==> src/rtl/conv_mac_multi.sv <==
// conv_mac_multi: multi-channel KxK convolution multiply-accumulate.
// Fetches a KERNEL_SIZE x KERNEL_SIZE kernel into a local register file (or
// reuses the stored one), streams NUM_CH window channels in parallel, and
// returns one shifted, saturated DATA_WIDTH result per channel over a
// valid/ready handshake.
// Build option: define CONV_SIGNED_EN for two's-complement operands and
// signed saturation. When it is undefined, all operands are unsigned.
//
// state       | meaning
// IDLE        | waiting for i_start; address outputs parked at 0
// LOAD_KERNEL | kernel addresses 0..N-1, capture one cycle later (N+1 cycles)
// MAC         | window addresses 0..N-1, accumulate one cycle later (N+1 cycles)
// OUTPUT      | o_result held with o_valid until i_ready
module conv_mac_multi #(
    parameter int KERNEL_SIZE    = 3,
    parameter int DATA_WIDTH     = 8,
    parameter int NUM_CH         = 2,
    parameter int WIN_ADDR_WIDTH = 4,
    parameter int KER_ADDR_WIDTH = 6,
    parameter int OUT_SHIFT      = 0
) (
    input  logic                           i_clk,
    input  logic                           i_rst,
    input  logic                           i_start,
    input  logic                           i_reload_kernel,
    output logic [KER_ADDR_WIDTH-1:0]      o_kernel_addr,
    input  logic [DATA_WIDTH-1:0]          i_kernel_data,
    output logic [WIN_ADDR_WIDTH-1:0]      o_window_addr,
    input  logic [NUM_CH*DATA_WIDTH-1:0]   i_window_data,
    output logic [NUM_CH*DATA_WIDTH-1:0]   o_result,
    output logic                           o_valid,
    input  logic                           i_ready,
    output logic                           o_busy,
    output logic                           o_done
);
    localparam int N     = KERNEL_SIZE * KERNEL_SIZE;
    localparam int PW    = 2 * DATA_WIDTH;
    localparam int ACC_W = PW + $clog2(N) + 1;
    localparam int CW    = $clog2(N + 1);
    localparam logic [CW-1:0] CNT_LAST = CW'(N);
    localparam logic [CW-1:0] CNT_PEN  = CW'(N - 1);

`ifdef CONV_SIGNED_EN
    localparam bit SGN       = 1'b1;
    localparam int SAT_MAX_I = 2 ** (DATA_WIDTH - 1) - 1;
    localparam int SAT_MIN_I = -(2 ** (DATA_WIDTH - 1));
`else
    localparam bit SGN       = 1'b0;
    localparam int SAT_MAX_I = 2 ** DATA_WIDTH - 1;
    localparam int SAT_MIN_I = 0;
`endif
    localparam logic signed [ACC_W-1:0] SAT_MAX = ACC_W'(SAT_MAX_I);
    localparam logic signed [ACC_W-1:0] SAT_MIN = ACC_W'(SAT_MIN_I);

    typedef enum logic [1:0] {IDLE, LOAD_KERNEL, MAC, OUTPUT} state_t;

    state_t                     state, state_next;
    logic [CW-1:0]              cnt, cnt_next, tap;
    logic                       kernel_valid, kv_next;
    logic [KER_ADDR_WIDTH-1:0]  kaddr_next;
    logic [WIN_ADDR_WIDTH-1:0]  waddr_next;
    logic                       valid_next, done_next;
    logic                       cap_kernel, mac_step, acc_clear, res_load;

    logic [DATA_WIDTH-1:0]      kernel [N];
    logic signed [ACC_W-1:0]    acc [NUM_CH];
    logic signed [ACC_W-1:0]    acc_sum [NUM_CH];
    logic signed [ACC_W-1:0]    shifted [NUM_CH];
    logic signed [PW-1:0]       op_w [NUM_CH];
    logic signed [PW-1:0]       op_k;
    logic signed [PW-1:0]       prod [NUM_CH];
    logic [DATA_WIDTH-1:0]      sat [NUM_CH];

    // Capture and accumulate always refer to the address issued one cycle earlier.
    assign tap    = cnt - CW'(1);
    assign o_busy = (state != IDLE);

    // State and control register update.
    always_ff @(posedge i_clk or posedge i_rst) begin
        if (i_rst) begin
            state         <= IDLE;
            cnt           <= '0;
            kernel_valid  <= 1'b0;
            o_kernel_addr <= '0;
            o_window_addr <= '0;
            o_valid       <= 1'b0;
            o_done        <= 1'b0;
        end else begin
            state         <= state_next;
            cnt           <= cnt_next;
            kernel_valid  <= kv_next;
            o_kernel_addr <= kaddr_next;
            o_window_addr <= waddr_next;
            o_valid       <= valid_next;
            o_done        <= done_next;
        end
    end

    // Next-state, address sequencing and datapath strobes.
    always_comb begin
        state_next = state;
        cnt_next   = cnt;
        kv_next    = kernel_valid;
        kaddr_next = o_kernel_addr;
        waddr_next = o_window_addr;
        valid_next = o_valid;
        done_next  = 1'b0;
        cap_kernel = 1'b0;
        mac_step   = 1'b0;
        acc_clear  = 1'b0;
        res_load   = 1'b0;
        case (state)
            IDLE: begin
                kaddr_next = '0;
                waddr_next = '0;
                cnt_next   = '0;
                if (i_start) begin
                    if (i_reload_kernel || !kernel_valid) begin
                        state_next = LOAD_KERNEL;
                    end else begin
                        state_next = MAC;
                        acc_clear  = 1'b1;
                    end
                end
            end
            LOAD_KERNEL: begin
                cap_kernel = (cnt != '0);
                if (cnt == CNT_LAST) begin
                    state_next = MAC;
                    cnt_next   = '0;
                    kv_next    = 1'b1;
                    acc_clear  = 1'b1;
                end else begin
                    cnt_next = cnt + CW'(1);
                    if (cnt < CNT_PEN)
                        kaddr_next = o_kernel_addr + KER_ADDR_WIDTH'(1);
                end
            end
            MAC: begin
                mac_step = (cnt != '0);
                if (cnt == CNT_LAST) begin
                    state_next = OUTPUT;
                    valid_next = 1'b1;
                    res_load   = 1'b1;
                end else begin
                    cnt_next = cnt + CW'(1);
                    if (cnt < CNT_PEN)
                        waddr_next = o_window_addr + WIN_ADDR_WIDTH'(1);
                end
            end
            OUTPUT: begin
                if (i_ready) begin
                    valid_next = 1'b0;
                    done_next  = 1'b1;
                    kaddr_next = '0;
                    waddr_next = '0;
                    state_next = IDLE;
                end
            end
            default: state_next = IDLE;
        endcase
    end

    // Per-channel product, running sum, output shift and saturation.
    always_comb begin
        op_k = {{DATA_WIDTH{SGN & kernel[tap][DATA_WIDTH-1]}}, kernel[tap]};
        for (int c = 0; c < NUM_CH; c++) begin
            op_w[c] = {{DATA_WIDTH{SGN & i_window_data[c*DATA_WIDTH + DATA_WIDTH-1]}},
                       i_window_data[c*DATA_WIDTH +: DATA_WIDTH]};
            prod[c]    = op_w[c] * op_k;
            acc_sum[c] = acc[c] + {{(ACC_W-PW){SGN & prod[c][PW-1]}}, prod[c]};
            shifted[c] = acc_sum[c] >>> OUT_SHIFT;
            if (shifted[c] > SAT_MAX)
                sat[c] = SAT_MAX[DATA_WIDTH-1:0];
            else if (shifted[c] < SAT_MIN)
                sat[c] = SAT_MIN[DATA_WIDTH-1:0];
            else
                sat[c] = shifted[c][DATA_WIDTH-1:0];
        end
    end

    // Accumulators and the registered result; the last tap is folded in on the exit edge.
    always_ff @(posedge i_clk or posedge i_rst) begin
        if (i_rst) begin
            for (int c = 0; c < NUM_CH; c++)
                acc[c] <= '0;
            o_result <= '0;
        end else begin
            for (int c = 0; c < NUM_CH; c++) begin
                if (acc_clear)
                    acc[c] <= '0;
                else if (mac_step)
                    acc[c] <= acc_sum[c];
                if (res_load)
                    o_result[c*DATA_WIDTH +: DATA_WIDTH] <= sat[c];
            end
        end
    end

    // Kernel register file keeps its contents across reset.
    always_ff @(posedge i_clk) begin
        if (cap_kernel)
            kernel[tap] <= i_kernel_data;
    end
endmodule

==> config.mk <==
export PLATFORM = sky130hd
export DESIGN_NAME = conv_mac_multi
export DESIGN_NICKNAME = d
export VERILOG_FILES = /design/src/rtl/conv_mac_multi.sv
export SDC_FILE = /design/constraint.sdc
export NUM_CORES = 1
export LEC_CHECK = 0
export CAP_MARGIN = 5
export CORE_ASPECT_RATIO = 0.6
export CORE_MARGIN = 3
export CORE_UTILIZATION = 31
export CTS_BUF_LIST = sky130_fd_sc_hd__clkbuf_4 sky130_fd_sc_hd__clkbuf_8
export DETAILED_ROUTE_END_ITERATION = 12
export RECOVER_POWER = 25
export SLEW_MARGIN = 20
export SYNTH_ARGS = -nofsm -noshare
export SYNTH_HDL_FRONTEND = slang
export SYNTH_SLANG_ARGS = --single-unit
==> constraint.sdc <==
create_clock -name i_clk -period 13.76 [get_ports i_clk]
set_clock_uncertainty 0.05 [all_clocks]
set_input_delay 2.064 -clock i_clk [delete_from_list [all_inputs] [get_ports i_clk]]
set_output_delay 2.064 -clock i_clk [all_outputs]
set_load 0.01 [all_outputs]
After elaboration in Yosys (flattened, before gate mapping)
Memories as Yosys holds them, arrays and structs flattened.
Index checks and enable logic that the tools add are counted.
W data, S select, Z words.
{ "word_totals": {"output_inout_bits": 29, "mem_bits_rw": 72, "ff_bits": 77, "mem_count": 1, "inputBits": 29} }
{ "mem_list": {"columns": ["memory", "depth", "word_bits", "read_ports", "rd_ports_with_merged_regs", "wr", "line_no", "text"], "rows": [
  ["kernel", 9, 8, 1, 0, 1, "65", "logic [DATA_WIDTH-1:0] kernel [N];"]
]} }
{ "classes": {"add_sub_neg": 6, "n_lt_le_gt_ge": 5, "multipliers": 2, "n_reduce_logical": 16, "muxes": 39, "eq_ne": 12} }
{ "op_table": {"columns": ["operator", "count"], "rows": [
  ["$mux W21", 4],
  ["$add A21 B16 Y21", 2],
  ["$gt A21 B9 Y1 const B", 2],
  ["$lt A21 B1 Y1 const B", 2],
  ["$mul A8 B8 Y16", 2],
  ["$mux W8", 4],
  ["$pmux W4 S3", 2],
  ["$mux W4", 5],
  ["$mux W6", 3],
  ["$pmux W6 S3", 1],
  ["$ne A2 B2 Y1 const B", 8],
  ["$mux W1", 12],
  ["$reduce_and A4 Y1", 3],
  ["$mux W2", 5],
  ["$reduce_bool A3 Y1", 3],
  ["$add A4 B1 Y4 const B", 2],
  ["$pmux W2 S4", 1],
  ["$add A6 B1 Y6 const B", 1],
  ["$reduce_bool A2 Y1", 3],
  ["$eq A2 B2 Y1 const B", 2],
  ["$eq A4 B4 Y1 const B", 1],
  ["$lt A4 B4 Y1 const B", 1],
  ["$pmux W1 S2", 2],
  ["$reduce_and A2 Y1", 2],
  ["7 further kinds", 7]
]} }

Logic depth before layout (Yosys ltp)
Gate-level depths: netlist of the first run.
An unclocked memory read counts as a cell.
{ "logic_depth": {"ltp_word": 7, "ltp_mapped": 28, "ltp_nobuf": 24} }

Worst setup path after synthesis of the first run
No wires, ideal clock.
{ "synth_timing": {"kind": "reg-to-reg", "startpoint": "reg cnt[0]", "endpoint": "reg o_result[0]", "required_time_ns": 13.555, "setup_time_ns": 0.155, "arrival_time_ns": 7.760, "n_path_buf": 4, "slack_ns": 5.795, "path_stages_with_launch": 28, "cell_sequence": "dfrtp_1 -> buf_2 -> clkbuf_1 -> inv_1 -> ha_1 -> clkbuf_1 -> mux4_2 -> mux2i_1 -> nand2_1 -> o21ai_0 -> clkbuf_1 -> nand2b_1 -> fa_1 -> fa_1 -> inv_1 -> fa_1 -> inv_1 -> fa_1 -> inv_1 -> ha_1 -> a21o_1 -> a21oi_2 -> a211oi_1 -> or3_1 -> mux2i_1 -> or4b_4 -> nor4b_4 -> a32oi_1"} }
{ "synth_between": {"elab_chain_len": 7, "elab_cells_between_ends": 11, "classes_between": "2 x add/sub; 1 x mul; 2 x order compare; 1 x eq/ne; 4 x mux; 1 x memory"} }
{ "synth_lines": {"columns": ["element", "line_no", "text"], "rows": [
  ["start: declaration", "58", "logic [CW-1:0] cnt, cnt_next, tap;"],
  ["start signal: assignment", "90", "cnt <= cnt_next;"],
  ["$sub A4 B1 Y4", "75", "assign tap = cnt - CW'(1);"],
  ["$mem_v2 Z9 W8", null, null],
  ["$mul A8 B8 Y16", "170", "prod[c] = op_w[c] * op_k;"],
  ["$add A21 B16 Y21", "171", "acc_sum[c] = acc[c] + {{(ACC_W-PW){SGN & prod[c][PW-1]}}, prod[c]};"],
  ["$lt A21 B1 Y1", "175", "else if (shifted[c] < SAT_MIN)"],
  ["$mux W8", "175", null],
  ["$mux W8", "173", "if (shifted[c] > SAT_MAX)"],
  ["end signal: indexed assignment", "195", "o_result[c*DATA_WIDTH +: DATA_WIDTH] <= sat[c];"],
  ["end: declaration", "30", "output logic [NUM_CH*DATA_WIDTH-1:0] o_result,"]
]} }
Several ways; a longest one is shown, not always the timed one.
A chain may end at the register's enable or synchronous reset.

Worst setup path after layout of the first run
{ "layout_timing": {"startpoint": "reg cnt[0]", "endpoint": "reg o_result[1]"} }
Same word-level chain as after synthesis.

==> metrics.txt, run 1 <==
setup ws final 4933 ps; Net count, final 1488; CTS clk-pin slew, worst paths ~90 ps; clock sinks 149; Vias roughly 8600; Core Area 37920 µm²; initial DRC count around 710; DRC viols 0; Critical Path Source Type flip-flop; ys async rst share around half; post-cts sizing count 0; Clock Latency Late Sink 460 ps; pin count of the biggest net entering global routing 78; Final Cell Area 13600 µm²; Initial Utilization 31.65%; synth warn 0; CTS buffer count 17; Final Hold Fails 0; Vias per Instance 4.793; fmax approximately 0.11 GHz; first-pass GRT wire length around 49000 µm; GRT met2 Usage 19.31%; pre-CTS WS 4937 ps; status complete, but fails checks; Routed WL per cell 16.78 µm; failing checks capacitance limit, slew limit; CTS tree built; final slew viol count 78; Top Usage Layer GRT met1; 1st-pass router iterations 5; # setup viols final 0; final HPWL from detailed placement 22400 µm; gate count of the mapped netlist 1211; syn avg cell area 9.909 µm²; worst r2r path cells 24; vias in the first global route around 8600; Yosys cell types 71; layout cell share with drive strength beyond 1 around 6.4%; EDFF count, synth 72; RSZ-0062 raised after global routing false; Area Growth Syn to Fin 13.36%; Final Cycle Share between 60% and 70%; # hold bufs at CTS 0; initial antenna violation count 0; CP required 14010 ps; H-tree depth 4; post-synthesis cell area 12000 µm²; Die ar. 41180 µm²; maximum clock insertion buffer count 2; All-Layer GR Usage 15.25%; CP arrival 9070 ps; crit path capture type flip-flop; ANT nets after route 0; Final GP Congestion 0.8910; # rows 55; Setup TNS 0 ps; measured slew at the worst slew-check pin 4443 ps; CP max FO 22; WHS Path Cells 1; WL final 30030 µm; register area share after synthesis 34.07%; Setup Buffers After CTS 0; fin crit period 8827 ps; Cell Area, Placed 13170 µm²; Max-slew headroom -196.2%; worst min-delay path class reg2reg; Post-synth top flop dfrtp_1; #FFs+latches synth 149; GR Util met3 around 2.8%; IO Count 58; die height 158.4 µm; Die W 260 µm; Synthesized Nets 1436; IO Port Bufs 57; Core Util, Final 35.88%; grt ovf 0; routing usage on met1 26.02%; maxcap violations 1; Crit Path Class reg2reg; Root Buffer clkbuf_8
## critical path, stage by stage, from the launching register on
cell	delay [ps]
dfrtp_1	1040
inv_1	250
ha_1	960
mux4_2	590
mux2i_1	140
nand2_1	60
o21ai_1	100
buf_4	260
nand2b_1	160
fa_1	460
fa_1	550
inv_1	60
fa_1	540
inv_1	60
fa_1	530
inv_1	50
ha_1	380
a21o_1	220
a21oi_2	190
a211oi_1	140
or3_1	420
mux2i_1	140
or4b_4	500
nor4b_4	570
a32oi_1	190
## metal layers
metal	wire (µm)	up-vias	share of wire, %
li1	-	4078	-
met1	16690	4216	56
met5	0	-	0
met4	216	0	0.72
met3	2031	14	6.8
met2	11090	271	37
## cells by family after synthesis
kind of cell | share of synthesized area (%)
AND/OR/NAND/NOR | 14.98
buffers and inverters | 7.632
adder cells (fa/ha/maj) | 26.69
AO/OA/AOI/OAI | 10.04
flip-flops | 34.07
XOR/XNOR | 2.554
multiplexers | 4.025
## placed cells by master (no fill, tap or decap), types with 3 or more instances in the layout
master / n
o21a_1: 7
xor2_1: 16
edfxtp_1: 72
inv_1: 198
or3_1: 5
xnor2_1: 19
o21ai_0: 24
and2_1: 26
nor3_1: 6
dfrtp_1: 77
nor2_1: 65
o31ai_1: 5
inv_6: 4
clkbuf_8: 17
nor2b_1: 40
o22ai_1: 4
a32oi_1: 6
and3_1: 4
nand3_1: 17
nand4_1: 6
clkdlybuf4s50_1: 48
nand2b_1: 19
a21o_1: 11
mux2i_1: 10
dlygate4sd3_1: 9
o21ai_1: 6
clkinv_8: 3
or2_2: 4
nand2_1: 172
a21oi_1: 75
a211oi_1: 11
a22oi_1: 10
inv_8: 5
ha_1: 96
buf_4: 13
mux4_2: 16
fa_1: 100
## synth_stat cells (all sizes together), types with 5 or more instances
cell type | number | area, µm²
inv | 199 | 747.0
nand2 | 172 | 645.6
fa | 100 | 2002
ha | 96 | 1201
dfrtp | 77 | 1927
a21oi | 76 | 384.1
edfxtp | 72 | 2162
nor2 | 65 | 244.0
nor2b | 40 | 250.2
clkbuf | 31 | 116.4
o21ai | 31 | 155.1
and2 | 27 | 168.9
nand2b | 19 | 118.9
xnor2 | 19 | 166.4
nand3 | 17 | 85.08
mux4 | 16 | 360.4
xor2 | 16 | 140.1
a211oi | 12 | 95.09
a21o | 12 | 91.34
a22oi | 10 | 75.07
mux2i | 10 | 100.1
nor3 | 7 | 35.03
o21a | 7 | 52.55
a32oi | 6 | 52.55
nand4 | 6 | 37.54
buf | 5 | 33.78
o31ai | 5 | 37.54
or3 | 5 | 31.28
## final timing paths
check	to	slack [ps]	startpoint
worst max register to register	o_result[1]$_DFFE_PP0P_	4930	cnt[0]$_DFFE_PP0P_
worst min register to register	kernel_valid$_DFFE_PP0P_	430	kernel_valid$_DFFE_PP0P_
worst max-delay path	o_result[1]$_DFFE_PP0P_	4930	cnt[0]$_DFFE_PP0P_
worst min-delay path	kernel_valid$_DFFE_PP0P_	430	kernel_valid$_DFFE_PP0P_
max in group asynchronous	acc[18]$_DFFE_PP0P_	7420	i_rst
min in group asynchronous	o_window_addr[3]$_DFFE_PP0P_	3760	i_rst
## registers in the layout, summed over array words and instances, names as in the netlist
name,count
state,2
kernel_valid,1
acc,42
cnt,4
o_valid,1
o_done,1
o_result,16
kernel,72
o_window_addr,4
o_kernel_addr,6
## final cells by class
type                            instances  area (µm²)
Inverter                              199       748.2
Antenna cell                            1       2.502
Clock inverter                         15       203.9
Fill cell                            3761       24310
Multi-Input combinational cell        825        7012
Timing Repair Buffer                   71       671.9
Sequential cell                       149        4089
Tap cell                              513       641.9
Clock buffer                           17       234.0
## through the flow
step	hold WS [ps]	std cells
3_5_place_dp	408.0	1757
4_1_cts	434.2	1789
3_3_place_gp	407.3	1757
6_report	434.5	1790
5_1_grt	447.1	1789
2_1_floorplan	378.1	1211
Power of run 1 is left out: the tool's default activity adds up to more than one toggle a clock period on the data nets, which glitch-free logic cannot reach.
==> inputs of run 2 (changes only) <==
==> constraint.sdc (replaced) <==
create_clock -name i_clk -period 7.24 [get_ports i_clk]
set_clock_uncertainty 0.05 [all_clocks]
set_input_delay 1.086 -clock i_clk [delete_from_list [all_inputs] [get_ports i_clk]]
set_output_delay 1.086 -clock i_clk [all_outputs]
set_load 0.01 [all_outputs]
==> metrics.txt, run 2 (synthesized netlist as in run 1, its figures left out) <==
Critical Path Source Type flip-flop; initial antenna violation count 2 (+2); Largest stage delay, worst path 550 ps (-490 ps); ANT nets after route 0 (unchanged); 1st-pass router iterations 5 (unchanged); CP max stage cell fa_1; worst r2r dst o_result[4]$_DFFE_PP0P_; # setup viols final 0 (unchanged); CTS buffer count 17 (unchanged); final HPWL from detailed placement 23390 µm (+4.4%); hold_sp kernel_valid$_DFFE_PP0P_; commonest cells after routing, fill and taps aside inv_1, nand2_1, fa_1; H-tree depth 4 (unchanged); Vias per Instance 4.807 (+0.29%); failing checks capacitance limit, slew limit; Vias 8729 (+1.7%); crit path capture type flip-flop; FF-to-FF Start cnt[0]$_DFFE_PP0P_; Final Hold Fails 0 (unchanged); # hold bufs at CTS 0 (unchanged); die height 158.4 µm (unchanged); Clock Latency Late Sink 470 ps (about the same); Die W 260 µm (unchanged); CTS clk-pin slew, worst paths 90 ps (about the same); Initial Utilization 31.65% (unchanged); end point of the worst hold path kernel_valid$_DFFE_PP0P_; Largest register FFs 72 (unchanged); DRC viols 0 (unchanged); CP max FO 14 (-36%); Area Growth Syn to Fin 15.57%; fin crit period 6969 ps (-1857 ps); grt ovf 0 (unchanged); Top delay family on crit path adder cells; CP arrival 7250 ps (-1820 ps); CP required 7530 ps (-6480 ps); clock sinks 149 (unchanged); DP Cell Count 1781 (+1.4%); fmax 0.1435 GHz (+27%); Crit path buffers/inverters 6 (+1); maxcap violations 1 (unchanged); status complete, but fails checks; final slew viol count 78 (unchanged); Crit Path Class reg2reg; worst min-delay path class reg2reg; IO Count 58 (unchanged); Die ar. 41180 µm² (unchanged); measured slew at the worst slew-check pin 4514 ps (+70.40 ps); reg-to-reg slack, setup 270 ps (-4660 ps); IO Port Bufs 57 (unchanged); Core Area 37920 µm² (unchanged); vias in the first global route 8720 (+1.6%); Final Cycle Share 96.26% (+32 points); Largest regs kernel (72), acc (42), o_result (16); WHS Path Cells 1 (unchanged); Post-Layout Cell Count 1816 (+1.5%); CTS tree built; first-pass GRT wire length 49960 µm (+2.3%); layout cell share with drive strength beyond 1 9.363% (+2.9 points); All-Layer GR Usage 15.65% (+0.41 points); Final GP Congestion 0.8698 (-2.4%); Net count, final 1515 (+1.8%); # rows 55 (unchanged); Max-slew headroom -200.9% (-4.7 points); Routed WL per cell 17.10 µm (+1.9%); initial DRC count 802 (+12%); commonest non-fill, non-tap cell in the layout inv_1; worst r2r path cells 25 (+4.2%); WL final 31050 µm (+3.4%); Root Buffer clkbuf_8; pin count of the biggest net entering global routing 78 (unchanged); maximum clock insertion buffer count 2 (unchanged); # diodes 0 (-1); Largest Register kernel; Critical Path Stages 25 (+4.2%)
-- run 2: changes by cell type in the layout (fill, tap and decap cells not counted), moves of 3 or more --
cell | before | now
ha_2 | 0 | 3
ha_1 | 96 | 92
clkinv_8 | 3 | 0
buf_4 | 13 | 35
buf_12 | 0 | 4
-- run 2: stage by stage --
step	setup WS [ps]	hold WS (ps)	util, %	setup TNS (ps)	instance area [µm²]
after detailed placement	83.29	396.8	35.37	0	13410
final	270.8	433.5	36.57	0	13870
after global placement	168.4	406.7	35.37	0	13410
after floorplan	13.87	378.1	-	0	12040
after global routing	-43.22	447.2	36.57	-352.7	13870
after CTS	29.78	425.7	36.30	0	13760
-- run 2: final cells by class --
cell class,count,area (µm²)
tap,513,641.9
fill,3774,24050
clock buffer,17,234.0
sequential,149,4089
timing repair buffer,98,928.4
inverter,199,748.2
multi-input combinational,825,7108
clock inverter,15,118.9
-- run 2: worst max path at each step --
stage                       start                       end  slack (ps)
2_1_floorplan  cnt[0]$_DFFE_PP0P_   o_result[0]$_DFFE_PP0P_          10
3_3_place_gp   cnt[0]$_DFFE_PP0P_  o_result[12]$_DFFE_PP0P_         170
3_5_place_dp   cnt[0]$_DFFE_PP0P_  o_result[10]$_DFFE_PP0P_          80
4_1_cts        cnt[0]$_DFFE_PP0P_  o_result[14]$_DFFE_PP0P_          30
5_1_grt        cnt[0]$_DFFE_PP0P_  o_result[12]$_DFFE_PP0P_         -40
6_report       cnt[0]$_DFFE_PP0P_   o_result[4]$_DFFE_PP0P_         270
-- run 2: what timing repair did --
action                                  in CTS  in global routing
endpoints found under the setup margin       0                 16
resized for setup                            0                 18
buffers inserted                             0                  3
-- run 2: per-layer routing --
layer / wire [µm] / vias up / track usage, % / share of wire, %
met1: 17130 / 4299 / 26.80 / 55
met2: 11680 / 265 / 19.79 / 38
met4: 107 / 0 / 2.372 / 0.34
li1: - / 4155 / - / -
met3: 2130 / 10 / 2.893 / 6.9
met5: 0 / - / 0 / 0
Power of run 2 is left out for the same reason.
==> inputs of run 3 (changes only) <==
--- a/config.mk
+++ b/config.mk
@@ -5,14 +5,15 @@
 export SDC_FILE = /design/constraint.sdc
 export NUM_CORES = 1
 export LEC_CHECK = 0
+export ABC_CLOCK_PERIOD_IN_PS = 7240
 export CAP_MARGIN = 5
 export CORE_ASPECT_RATIO = 0.6
 export CORE_MARGIN = 3
 export CORE_UTILIZATION = 31
 export CTS_BUF_LIST = sky130_fd_sc_hd__clkbuf_4 sky130_fd_sc_hd__clkbuf_8
 export DETAILED_ROUTE_END_ITERATION = 12
+export PLACE_DENSITY = 0.5
 export RECOVER_POWER = 25
-export SLEW_MARGIN = 20
 export SYNTH_ARGS = -nofsm -noshare
 export SYNTH_HDL_FRONTEND = slang
 export SYNTH_SLANG_ARGS = --single-unit
==> metrics.txt, run 3 (synthesized netlist as in run 1, its figures left out) <==
status finished clean; final slew viol count 0 (-100%); Largest register FFs 72 (unchanged); final HPWL from detailed placement 24490 µm (+4.7%); Clock Latency Late Sink 480 ps (about the same); CP arrival 7230 ps (-20 ps); WL final 32380 µm (+4.3%); FILL cells 3800 (+0.69%); # setup viols final 0 (unchanged); IO Count 58 (unchanged); Net count, final 1521 (+0.40%); fmax 0.1442 GHz (+0.53%); pin count of the biggest net entering global routing 57 (-27%); commonest cells after routing, fill and taps aside inv_1, nand2_1, fa_1; Die W 260 µm (unchanged); Root Buffer clkbuf_8; All-Layer GR Usage 16.67% (+1.0 points); die height 158.4 µm (unchanged); 1st-pass router iterations 5 (unchanged); grt ovf 0 (unchanged); Largest Register kernel; H-tree depth 4 (unchanged); WHS Path Cells 1 (unchanged); fin crit period 6933 ps (-36.67 ps); CTS buffer count 17 (unchanged); maxcap violations 0 (-1); maximum clock insertion buffer count 2 (unchanged); # rows 55 (unchanged); Vias 8654 (-0.86%); commonest non-fill, non-tap cell in the layout inv_1; first-pass GRT wire length 52530 µm (+5.2%); Max-slew headroom 27.20% (+230 points); area of the multi-input gates 7088 µm² (-0.28%); Crit Path Class reg2reg; Final Hold Fails 0 (unchanged); # hold bufs at CTS 0 (unchanged); Initial Utilization 31.65% (unchanged); Die ar. 41180 µm² (unchanged); measured slew at the worst slew-check pin 1086 ps (-3428 ps); Core Area 37920 µm² (unchanged); IO Port Bufs 57 (unchanged); Vias per Instance 4.750 (-1.2%); Area Growth Syn to Fin 16.20%; crit path capture type flip-flop; clock sinks 149 (unchanged); # diodes 0 (unchanged); Routed WL per cell 17.77 µm (+3.9%); layout cell share with drive strength beyond 1 9.702% (+0.34 points); initial DRC count 581 (-28%); initial antenna violation count 1 (-1); Cell Area, Placed 13440 µm² (+0.21%); CTS tree built; ANT nets after route 0 (unchanged); CTS clk-pin slew, worst paths 90 ps (about the same); vias in the first global route 8831 (+1.3%); worst min-delay path class reg2reg; Final GP Congestion 0.8114 (-6.7%); CP required 7540 ps (about the same); Largest regs kernel (72), acc (42), o_result (16); Final Cell Area 13940 µm² (+0.55%); worst r2r path cells 25 (unchanged); Critical Path Source Type flip-flop; DRC viols 0 (unchanged); CP max FO 17 (+3); Reg area 4089 µm² (unchanged); Final Cycle Share 95.75% (-0.51 points)
[run 3: cell types whose count changed in the layout (fill, tap and decap cells not counted), sizes merged]
cell | previous run | this run
dlygate4sd3 | 9 | 8
bufinv | 0 | 2
clkinv | 4 | 2
clkdlybuf4s50 | 48 | 49
inv | 207 | 205
clkbuf | 18 | 19
buf | 40 | 47
[run 3: what timing repair did]
action	CTS	global route
endpoints found under the setup margin	0	17
resized for setup	0	18
buffers inserted	0	2
[run 3: metrics by stage]
stage | setup slack [ps] | setup TNS (ps) | hold slack (ps) | std cells | util, %
2_1_floorplan | 13.87 | 0 | 378.1 | 1211 | -
3_3_place_gp | 306.2 | 0 | 393.9 | 1788 | 35.44
3_5_place_dp | 135.6 | 0 | 394.2 | 1788 | 35.44
4_1_cts | 73.23 | 0 | 417.8 | 1820 | 36.52
5_1_grt | -7.037 | -15.16 | 440.6 | 1822 | 36.78
6_report | 307.4 | 0 | 412.9 | 1822 | 36.78
[run 3: final cells by class]
class | count | share of cell area, %
Clock buffer | 19 | 1.786
Clock inverter | 13 | 1.157
Inverter | 199 | 5.366
Multi-Input combinational cell | 825 | 50.83
Sequential cell | 149 | 29.32
Tap cell | 513 | 4.603
Timing Repair Buffer | 104 | 6.936
[run 3: path summary, 6_finish.rpt]
check                                               from                      endpoint  slack (ps)
worst min-delay path            kernel_valid$_DFFE_PP0P_      kernel_valid$_DFFE_PP0P_         410
worst min register to register  kernel_valid$_DFFE_PP0P_      kernel_valid$_DFFE_PP0P_         410
worst max register to register        cnt[0]$_DFFE_PP0P_       o_result[1]$_DFFE_PP0P_         310
min in group asynchronous                          i_rst  o_window_addr[0]$_DFFE_PP0P_        1200
worst max-delay path                  cnt[0]$_DFFE_PP0P_       o_result[1]$_DFFE_PP0P_         310
max in group asynchronous                          i_rst           acc[20]$_DFFE_PP0P_        4580
[run 3: critical path, stage by stage (launching register included)]
cell      delay (ps)
dfrtp_1          350
inv_1             90
ha_1             340
buf_12           180
mux4_2           510
mux2i_1          140
a21oi_1          100
buf_4            210
buf_4            170
and2_1           170
fa_1             450
fa_1             500
fa_1             530
inv_1             70
fa_1             530
inv_1             50
ha_1             300
a21o_1           190
a21oi_2          190
a211oi_2         110
or3_4            400
mux2i_1          130
or4b_4           490
nor4b_4          280
buf_6            170
a32oi_1          100
[run 3: metal layers]
| layer | GRT usage, % | part of all wire, % | up-vias |
|---|---|---|---|
| met3 | 3.847 | 4.9 | 15 |
| li1 | - | - | 4158 |
| met4 | 3.252 | 0.66 | 0 |
| met5 | 0 | 0 | - |
| met2 | 20.15 | 35 | 175 |
| met1 | 28.50 | 59 | 4306 |
Power of run 3 is left out for the same reason.
